[src/rtl/rect_fill_engine.sv]
// Rectangle fill engine: one clipped pixel write per cycle, row-major, into a WIDTHxHEIGHT frame buffer.
// Optional outline-only mode is compiled in with `define RECT_OUTLINE_EN.
module rect_fill_engine #(
    parameter int WIDTH        = 160,
    parameter int HEIGHT       = 120,
    parameter int BITSPERPIXEL = 8
) (
    input  logic                    clk_in,
    input  logic                    rst_n,
    input  logic                    start,
    input  logic [7:0]              x0,
    input  logic [7:0]              y0,
    input  logic [7:0]              w,
    input  logic [7:0]              h,
    input  logic [BITSPERPIXEL-1:0] color_in,
`ifdef RECT_OUTLINE_EN
    input  logic                    outline,
`endif
    output logic                    busy,
    output logic                    done,
    output logic [7:0]              x,
    output logic [7:0]              y,
    output logic [BITSPERPIXEL-1:0] color,
    output logic                    write
);

    localparam logic [1:0] S_IDLE = 2'd0;
    localparam logic [1:0] S_FILL = 2'd1;
    localparam logic [1:0] S_DONE = 2'd2;

    localparam logic [8:0] W9 = 9'(WIDTH);
    localparam logic [8:0] H9 = 9'(HEIGHT);

    logic [1:0] state;
    logic [7:0] x0_r;
    logic [8:0] xe_r;
    logic [8:0] ye_r;

    logic [8:0] sum_x, sum_y, xe_c, ye_c, x_inc, y_inc;
    logic       empty_c, wrap, last;
    logic [7:0] nx, ny;
    logic       pix_write;

`ifdef RECT_OUTLINE_EN
    logic [7:0] y0_r;
    logic [8:0] xl_r;
    logic [8:0] yl_r;
    logic       outline_r;
`endif

    // Command decode: end bounds are exclusive and clipped to the screen in 9 bits.
    always_comb begin
        sum_x   = {1'b0, x0} + {1'b0, w};
        sum_y   = {1'b0, y0} + {1'b0, h};
        xe_c    = (sum_x > W9) ? W9 : sum_x;
        ye_c    = (sum_y > H9) ? H9 : sum_y;
        empty_c = (w == 8'd0) || (h == 8'd0) || ({1'b0, x0} >= W9) || ({1'b0, y0} >= H9);
    end

    // Cursor advance from the pixel currently on x/y.
    always_comb begin
        x_inc = {1'b0, x} + 9'd1;
        y_inc = {1'b0, y} + 9'd1;
        wrap  = (x_inc == xe_r);
        last  = wrap && (y_inc == ye_r);
        nx    = wrap ? x0_r : x_inc[7:0];
        ny    = wrap ? y_inc[7:0] : y;
`ifdef RECT_OUTLINE_EN
        pix_write = !outline_r
                 || ({1'b0, nx} == {1'b0, x0_r}) || ({1'b0, nx} == xl_r)
                 || ({1'b0, ny} == {1'b0, y0_r}) || ({1'b0, ny} == yl_r);
`else
        pix_write = 1'b1;
`endif
    end

    // NOTE: reset is synchronous, so it sits inside the clocked block and wins over every other branch.
    always_ff @(posedge clk_in) begin
        if (!rst_n) begin
            state <= S_IDLE;
            busy  <= 1'b0;
            done  <= 1'b0;
            write <= 1'b0;
            x     <= '0;
            y     <= '0;
            color <= '0;
            x0_r  <= '0;
            xe_r  <= '0;
            ye_r  <= '0;
`ifdef RECT_OUTLINE_EN
            y0_r      <= '0;
            xl_r      <= '0;
            yl_r      <= '0;
            outline_r <= 1'b0;
`endif
        end else begin
            case (state)
                S_IDLE: begin
                    if (start) begin
                        x0_r <= x0;
                        xe_r <= xe_c;
                        ye_r <= ye_c;
`ifdef RECT_OUTLINE_EN
                        y0_r      <= y0;
                        xl_r      <= sum_x - 9'd1;
                        yl_r      <= sum_y - 9'd1;
                        outline_r <= outline;
`endif
                        busy <= 1'b1;
                        if (empty_c) begin
                            state <= S_DONE;
                            done  <= 1'b1;
                        end else begin
                            // The origin is always on the border, so the first cycle always writes.
                            state <= S_FILL;
                            x     <= x0;
                            y     <= y0;
                            color <= color_in;
                            write <= 1'b1;
                        end
                    end
                end
                S_FILL: begin
                    if (last) begin
                        state <= S_DONE;
                        write <= 1'b0;
                        done  <= 1'b1;
                    end else begin
                        x     <= nx;
                        y     <= ny;
                        write <= pix_write;
                    end
                end
                S_DONE: begin
                    state <= S_IDLE;
                    busy  <= 1'b0;
                    done  <= 1'b0;
                end
                default: begin
                    state <= S_IDLE;
                    busy  <= 1'b0;
                    done  <= 1'b0;
                    write <= 1'b0;
                end
            endcase
        end
    end

endmodule

[config.mk]
export PLATFORM = sky130hd
export DESIGN_NAME = rect_fill_engine
export DESIGN_NICKNAME = d
export VERILOG_FILES = /design/src/rtl/rect_fill_engine.sv
export SDC_FILE = /design/constraint.sdc
export NUM_CORES = 1
export LEC_CHECK = 0
export BUFFER_PORTS_ARGS = -buffer_cell sky130_fd_sc_hd__clkbuf_2
export CAP_MARGIN = 20
export CORE_MARGIN = 8
export CORE_UTILIZATION = 56
export CTS_BUF_LIST = sky130_fd_sc_hd__clkbuf_16
export CTS_CLUSTER_DIAMETER = 120
export DETAILED_ROUTE_END_ITERATION = 7
export GPL_TIMING_DRIVEN = 0
export PLACE_DENSITY = 0.81
export SETUP_SLACK_MARGIN = 0.05
export SYNTH_ARGS = -nofsm -noshare
export SYNTH_HDL_FRONTEND = slang
export SYNTH_SLANG_ARGS = --single-unit
[constraint.sdc]
create_clock -name clk_in -period 3.15 [get_ports clk_in]
set_input_delay 0.1575 -clock clk_in [delete_from_list [all_inputs] [get_ports clk_in]]
set_output_delay 0.1575 -clock clk_in [all_outputs]
set_load 0.02 [all_outputs]
==> results.cfg, run 1 <==
[synth]
synth_warnings = 0
synth-compound-area-share_pct = 24.9
muxShareOfSynthArea_pct = 3.41
ys_seq_area_share_pct = 30.6
synthAdderAreaFrac_pct = 7.38
synth-simple-area-share_pct = 21.8
synth_xor_area_share_pct = 7.31
async_flop_share_pct = 0
syn_inst = 436
syn_avg_cell_area_um2 = 8.24
yosys_register_bits = 55
synth_area_um2 = 3590
synth_top_family_by_area = compound AO/OA/AOI/OAI gates
synth_flop_cell = dfxtp_1
yosys.cell_types.count = 57
synth_edf_count = 0
syn_nets = 499

[power_and_ir_drop]
switching_share_pct = 33.4
power_switching_mw = 0.625
pwr-share-comb_pct = 27.1
p_int_mw = 1.25
power_density_nw_per_um2 = 448
power_frac_clock_pct = 30.7
p_leak_nw = 1.74
p_seq_share_pct = 42.2
ir_drop_mv = 0.270

[critical_path]
end_kind = flop
worst-setup-path-type = flop to flop
critical_path_peak_fanout = 10
required_ns = 3.38
arrival_ns = 3.04
crit_path_start_kind = flop

[sta]
drv_slew = 0
max_slew.worst_pin.slew_ns = 0.659
skew_ns = 0.00712
min_period_ns = 2.81
rsz0062_at_grt = no
finalHoldViolCount = 0
relSlewSlack_pct = 56.1
fin_setup_tns_ns = 0
max_freq_mhz = 355
setup-violations-final = 0
period_share_pct = 89.3
fin_ws_ns = 0.336

[clock_tree]
cts_root_buf = clkbuf_16
clock_latency_ns = 0.30
cts_buffer_depth = 2
cts_hold_buf = 0
clkSinkCount = 55
post_cts_resized = 0
cts_tree = built
postCtsSetupBuffers = 0
htreeDepth = 2
clk_pin_slew_ns = 0.08
numCtsBuffers = 5

[run]
drv_cap = 0

[routing]
vias_per_cell = 6.04
drtIter0Drc = 218
drt_wl_total_um = 9900
dr.pass1.iters = 5
vias = 3557
routedWlPerCell_um = 16.8
drc = 0
antenna_left = 0

[global_route]
grt_pass1_wl_um = 16300
overflow = 0
grt_max_degree = 19
track_usage_pct = 22.2
antenna_found_initial = 0
grt_pass1_vias = 3584

[final_layout]
nNetsFinal = 574
mostFrequentLayoutCell = clkbuf_2
diodes = 0
drive_gt1_share_pct = 19.3
syn2layout_area_growth_pct = 16.3
final_cell_mix = 68 x clkbuf_2, 58 x nand2_1, 55 x dfxtp_1
nFillCells = 533

[die]
dieArea_um2 = 9240
die_height_um = 96.1
die_w_um = 96.1
ioPinCount = 70
placementRows = 29
start_util_pct = 57.3
core_um2 = 6280

[place]
place.gp.congestion = 0.905
preCtsSetupSlack_ns = 0.384
dp_hpwl_um = 7720
port_buffers = 68

[run_status]
status = finished, final reports clean

[min_path]
hp-class = primary input to flop
-- path summary, 6_finish.rpt --
check | startpoint | to | slack, ns | cells past startpoint
worst max register to register | y[0] | y[5] | 0.34 | 9
worst max-delay path | y[0] | y[5] | 0.34 | 9
worst min register to register | busy | busy | 0.46 | 2
worst min-delay path | color_in[6] | color[6] | 0.11 | 3
-- layout make-up --
class	instances	area [um2]	area share, %
clock buffers	5	125	2.99
repair buffers	68	340	8.14
flip-flops and latches	55	1100	26.3
inverters	19	71.3	1.71
clock inverters	3	22.5	0.539
plain buffers	20	95.1	2.28
multi-input cells	342	2330	55.7
well taps	77	96.3	2.31
-- state kept, by name (all words and copies together) (netlist names) --
name and count:
color 8, write 1, state 2, y 8, ye_r 9, x0_r 8
x 8, busy 1, xe_r 9, done 1
-- logic make-up (layout without fill, tap and decap cells) --
group / count (synthesis) / in the layout
and+or+nand+nor: 152 / 152
AOI/OAI and AO/OA: 128 / 128
DFF: 55 / 55
buffers and inverters: 39 / 115
xor gates and xnor gates: 30 / 30
adders and majority gates: 20 / 20
muxes: 12 / 12
-- cell usage after synthesis (3+ instances only) --
library cell / instances / area [um2]
a21boi_0: 8 / 60.1
a21o_1: 6 / 45.0
a21oi_1: 22 / 110
a31oi_1: 11 / 68.8
a32o_1: 6 / 60.1
and2_1: 4 / 25.0
and3_1: 7 / 43.8
buf_1: 3 / 11.3
buf_2: 4 / 20.0
clkbuf_1: 11 / 41.3
dfxtp_1: 55 / 1100
ha_1: 18 / 225
inv_1: 19 / 71.3
mux2i_1: 10 / 100
nand2_1: 58 / 218
nand2b_1: 6 / 37.5
nand3_1: 14 / 70.1
nand4b_1: 3 / 26.3
nor2_1: 17 / 63.8
nor2b_1: 13 / 81.3
nor4_1: 6 / 37.5
o211ai_1: 6 / 45.0
o21a_1: 6 / 45.0
o21ai_0: 20 / 100
o21ai_1: 10 / 50.1
o22ai_1: 3 / 18.8
o22ai_2: 4 / 50.1
o31a_1: 4 / 35.0
o31ai_1: 5 / 37.5
or2_2: 3 / 18.8
or3_1: 8 / 50.1
xnor2_1: 23 / 201
xor2_1: 7 / 61.3
-- metrics by stage --
step | power [mW] | hold slack (ns) | instances | instance area, um2 | utilization (%)
3_3_place_gp | 1.29 | 0.413 | 581 | 4030 | 64.2
6_report | 1.87 | 0.110 | 589 | 4180 | 66.6
3_5_place_dp | 1.30 | 0.428 | 581 | 4030 | 64.2
2_1_floorplan | 1.15 | 0.302 | 436 | 3590 | -
4_1_cts | 1.87 | 0.115 | 589 | 4180 | 66.6
5_1_grt | 1.96 | 0.138 | 589 | 4180 | 66.6
-- critical path, cell delays in order (launching register included) --
cell	delay, ns
dfxtp_1	0.47
ha_1	0.27
nand3_2	0.13
or2_4	0.28
o31a_1	0.34
or4_4	0.57
a31oi_4	0.31
buf_6	0.20
a21oi_1	0.06
o22ai_2	0.10
-- routing by layer --
layer	wire length, um	track usage [%]	vias to the layer above
li1	-	-	1735
met5	0	0	-
met1	4300	26.7	1667
met4	133	5.51	0
met2	4610	38.1	137
met3	857	5.93	18
-- power by group through the flow --
| stage | Sequential [mW] | Clock (mW) | Combinational (mW) |
|---|---|---|---|
| floorplan | 0.820 | 0 | 0.332 |
| global placement | 0.802 | 0 | 0.485 |
| detailed placement | 0.804 | 0 | 0.499 |
| CTS | 0.788 | 0.580 | 0.504 |
| global route | 0.798 | 0.598 | 0.560 |
| finish | 0.790 | 0.575 | 0.507 |
(Power assumes the default switching activity.)
==> run 2: changes to the inputs <==
--- a/config.mk
+++ b/config.mk
@@ -8,12 +8,12 @@
 export BUFFER_PORTS_ARGS = -buffer_cell sky130_fd_sc_hd__clkbuf_2
 export CAP_MARGIN = 20
 export CORE_MARGIN = 8
-export CORE_UTILIZATION = 56
+export CORE_UTILIZATION = 40
 export CTS_BUF_LIST = sky130_fd_sc_hd__clkbuf_16
 export CTS_CLUSTER_DIAMETER = 120
 export DETAILED_ROUTE_END_ITERATION = 7
 export GPL_TIMING_DRIVEN = 0
-export PLACE_DENSITY = 0.81
+export RECOVER_POWER = 50
 export SETUP_SLACK_MARGIN = 0.05
 export SYNTH_ARGS = -nofsm -noshare
 export SYNTH_HDL_FRONTEND = slang
==> results.cfg, run 2 (synthesis results as in run 1) <==
[routing]
vias = 3429
routedWlPerCell_um = 16.4
dr.pass1.iters = 4
drtIter0Drc = 130
vias_per_cell = 5.53
drc = 0
drt_wl_total_um = 10200
antenna_left = 0

[critical_path]
worst-setup-path-type = flop to flop
reg2reg_slack_ns = 0.31
end_kind = flop
critical_path_peak_fanout = 7
arrival_ns = 3.02
crit_path_start_kind = flop
required_ns = 3.33

[sta]
drv_slew = 0
setup-violations-final = 0
max_freq_mhz = 352
relSlewSlack_pct = 56.7
fin_setup_tns_ns = 0
period_share_pct = 90.1
max_slew.worst_pin.slew_ns = 0.649
finalHoldViolCount = 0
min_period_ns = 2.84
skew_ns = 0.00578
hold_ws_ns = 0.118
rsz0062_at_grt = no

[die]
ioPinCount = 70
dieArea_um2 = 12300
core_um2 = 8720
start_util_pct = 41.2
die_height_um = 111
die_w_um = 111
placementRows = 34

[clock_tree]
clock_latency_ns = 0.29
cts_hold_buf = 0
clkSinkCount = 55
clk_pin_slew_ns = 0.08
htreeDepth = 2
numCtsBuffers = 5
cts_buffer_depth = 2
cts_root_buf = clkbuf_16
post_cts_resized = 0
postCtsSetupBuffers = 0
cts_tree = built

[final_layout]
syn2layout_area_growth_pct = 16.3
largestRegisters = xe_r (9), ye_r (9)
diodes = 0
mostFrequentLayoutCell = nand2_1
drive_gt1_share_pct = 13.7
nFillCells = 900
nNetsFinal = 574
final_cell_mix = 58 x nand2_1, 55 x dfxtp_1, 40 x clkbuf_1
post-route-util_pct = 47.9

[global_route]
antenna_found_initial = 0
overflow = 0
grt_pass1_vias = 3367
grt_pass1_wl_um = 17000
track_usage_pct = 16.4
grt_max_degree = 19

[min_path]
hp-class = primary input to flop

[power_and_ir_drop]
pwr-share-comb_pct = 26.9
power_density_nw_per_um2 = 445
p_int_mw = 1.24
power_frac_clock_pct = 30.7
p_seq_share_pct = 42.4
switching_share_pct = 33.2
ir_drop_mv = 0.226
p_leak_nw = 1.65
power_switching_mw = 0.618
finalPower_mw = 1.86

[place]
port_buffers = 68
place.gp.congestion = 0.850
dp_hpwl_um = 8150

[run]
drv_cap = 0

[run_status]
status = finished, final reports clean
run 2: changes by cell type in the layout (fill, tap and decap cells not counted):
cell,before,now
clkinv_4,1,0
inv_6,1,2
clkbuf_1,11,40
clkbuf_2,68,39
run 2: power groups by stage:
stage                     Clock, mW  Combinational [mW]  Sequential (mW)
after floorplan                   0               0.332            0.820
after global placement            0               0.497            0.804
after detailed placement          0               0.505            0.805
after CTS                     0.585               0.507            0.789
after global routing          0.616               0.561            0.798
final                         0.571               0.501            0.789
run 2: cell type report:
| type | count | area (um2) | share of cell area [%] |
|---|---|---|---|
| clock buffer | 5 | 125 | 2.99 |
| timing repair buffer | 68 | 304 | 7.27 |
| tap | 108 | 135 | 3.23 |
| multi-input combinational | 342 | 2330 | 55.7 |
| sequential | 55 | 1100 | 26.3 |
| buffer | 20 | 95.1 | 2.27 |
| clock inverter | 3 | 22.5 | 0.539 |
| inverter | 19 | 71.3 | 1.71 |
run 2: path summary, 6_finish.rpt:
kind	startpoint	endpoint	depth (start not counted)
setup / recovery	y[0]	y[0]	8
hold / removal	color_in[0]	color[0]	3
hold reg to reg	busy	busy	2
setup reg to reg	y[0]	y[0]	8
run 2: routing by layer:
layer | routed length, um | GRT usage [%]
met2 | 4520 | 25.3
met1 | 4870 | 21.8
met4 | 105 | 3.60
met3 | 651 | 4.65
met5 | 0 | 0
run 2: stage by stage:
stage / setup slack [ns] / instance area (um2) / cells
floorplan: 0.452 / 3590 / 436
global placement: 0.355 / 4070 / 612
detailed placement: 0.323 / 4070 / 612
CTS: 0.316 / 4220 / 620
global route: 0.104 / 4180 / 620
finish: 0.311 / 4180 / 620
run 2: worst max-delay path: stages (launching register included):
cell	delay (ns)
dfxtp_1	0.47
ha_1	0.29
nand3_2	0.15
or2_4	0.28
o31a_1	0.34
or4_4	0.57
a31oi_4	0.31
a21oi_1	0.07
o221a_1	0.25
==> run 3: changes to the inputs <==
--- a/config.mk
+++ b/config.mk
@@ -7,9 +7,10 @@
 export LEC_CHECK = 0
 export BUFFER_PORTS_ARGS = -buffer_cell sky130_fd_sc_hd__clkbuf_2
 export CAP_MARGIN = 20
+export CORE_ASPECT_RATIO = 1.25
 export CORE_MARGIN = 8
 export CORE_UTILIZATION = 40
-export CTS_BUF_LIST = sky130_fd_sc_hd__clkbuf_16
+export CTS_BUF_LIST = sky130_fd_sc_hd__clkbuf_4
 export CTS_CLUSTER_DIAMETER = 120
 export DETAILED_ROUTE_END_ITERATION = 7
 export GPL_TIMING_DRIVEN = 0
@@ -18,3 +19,4 @@
 export SYNTH_ARGS = -nofsm -noshare
 export SYNTH_HDL_FRONTEND = slang
 export SYNTH_SLANG_ARGS = --single-unit
+export TNS_END_PERCENT = 20
==> results.cfg, run 3 (synthesis results as in run 1) <==
[sta]
max_slew.worst_pin.slew_ns = 0.658
finalHoldViolCount = 0
min_period_ns = 2.85
max_freq_mhz = 351
drv_slew = 0
setup-violations-final = 0
fin_setup_tns_ns = 0
skew_ns = 0.0145
rsz0062_at_grt = no
relSlewSlack_pct = 56.2
period_share_pct = 90.5

[clock_tree]
cts_hold_buf = 0
clock_latency_ns = 0.39
cts_buffer_depth = 2
clkSinkCount = 55
htreeDepth = 2
post_cts_resized = 0
postCtsSetupBuffers = 0
clk_pin_slew_ns = 0.18
cts_root_buf = clkbuf_4
cts_tree = built
numCtsBuffers = 5

[routing]
drt_wl_total_um = 10500
drtIter0Drc = 142
vias_per_cell = 5.42
routedWlPerCell_um = 16.6
dr.pass1.iters = 5
drc = 0
antenna_left = 0
vias = 3428

[global_route]
overflow = 0
antenna_found_initial = 0
grt_pass1_vias = 3460
grt_pass1_wl_um = 16900
track_usage_pct = 17.1
grt_max_degree = 19

[run]
drv_cap = 0

[place]
place.gp.congestion = 0.864
dp_hpwl_um = 8360
port_buffers = 68

[critical_path]
worst-setup-path-type = flop to flop
critical_path_peak_fanout = 10
end_kind = flop
required_ns = 3.47
arrival_ns = 3.17
crit_path_start_kind = flop

[final_layout]
post-route-util_pct = 47.3
mostFrequentLayoutCell = nand2_1
nFillCells = 913
drive_gt1_share_pct = 13.9
nNetsFinal = 574
largestRegisters = xe_r (9), ye_r (9)
diodes = 0
syn2layout_area_growth_pct = 14.4
final_cell_mix = 58 x nand2_1, 55 x dfxtp_1, 40 x clkbuf_2

[die]
die_height_um = 122
core_um2 = 8700
ioPinCount = 70
dieArea_um2 = 12300
die_w_um = 101
placementRows = 38
start_util_pct = 41.3

[min_path]
hp-class = primary input to flop

[run_status]
status = finished, final reports clean

[power_and_ir_drop]
power_density_nw_per_um2 = 394
p_leak_nw = 1.60
ir_drop_mv = 0.200
[run 3: cell count changes in the layout (fill, tap and decap cells not counted), sizes merged]
cell / change
inv: -1
clkinv: -1
clkinvlp: +2
[run 3: metrics by stage]
step                      area (um2)  std cells  hold slack [ns]  power (mW)  setup WS (ns)
final                           4110        632           0.0143        1.62          0.299
after global routing            4110        632           0.0133        1.73          0.129
after CTS                       4150        632          0.00573        1.64          0.280
after detailed placement        4090        624            0.430        1.31          0.317
after global placement          4090        624            0.419        1.30          0.356
after floorplan                 3590        436            0.302        1.15          0.452
[run 3: per-layer routing]
metal | routed length (um) | track usage (%)
met1 | 4330 | 18.9
met5 | 0 | 0
met3 | 482 | 3.14
met4 | 240 | 6.92
met2 | 5420 | 31.4
[run 3: area by class of cell]
class | instances | area [um2] | share of cell area [%]
clock buffers | 5 | 37.5 | 0.913
inverters | 19 | 71.3 | 1.73
plain buffers | 20 | 95.1 | 2.31
well taps | 120 | 150 | 3.65
flip-flops and latches | 55 | 1100 | 26.8
clock inverters | 3 | 23.8 | 0.578
multi-input cells | 342 | 2330 | 56.6
repair buffers | 68 | 305 | 7.43
[run 3: where the power goes]
| part | internal (mW) | switching [mW] |
|---|---|---|
| logic | 0.201 | 0.301 |
| registers | 0.743 | 0.0464 |
| clock network | 0.0900 | 0.239 |
| total | 1.03 | 0.587 |
[run 3: critical path, cell delays in order, from the launching register on]
cell and delay [ns]:
dfxtp_1 0.52, ha_1 0.28, nand3_2 0.15, or2_4 0.28
o31a_1 0.34, or4_4 0.57, a31oi_4 0.29, buf_6 0.20
a21oi_1 0.07, o22ai_2 0.09
[run 3: worst paths after layout]
path                    to  cells past startpoint  slack [ns]         from
setup / recovery      y[3]                      9        0.30         y[0]
hold / removal    color[5]                      3        0.01  color_in[5]
setup reg to reg      y[3]                      9        0.30         y[0]
hold reg to reg       done                      2        0.47         done
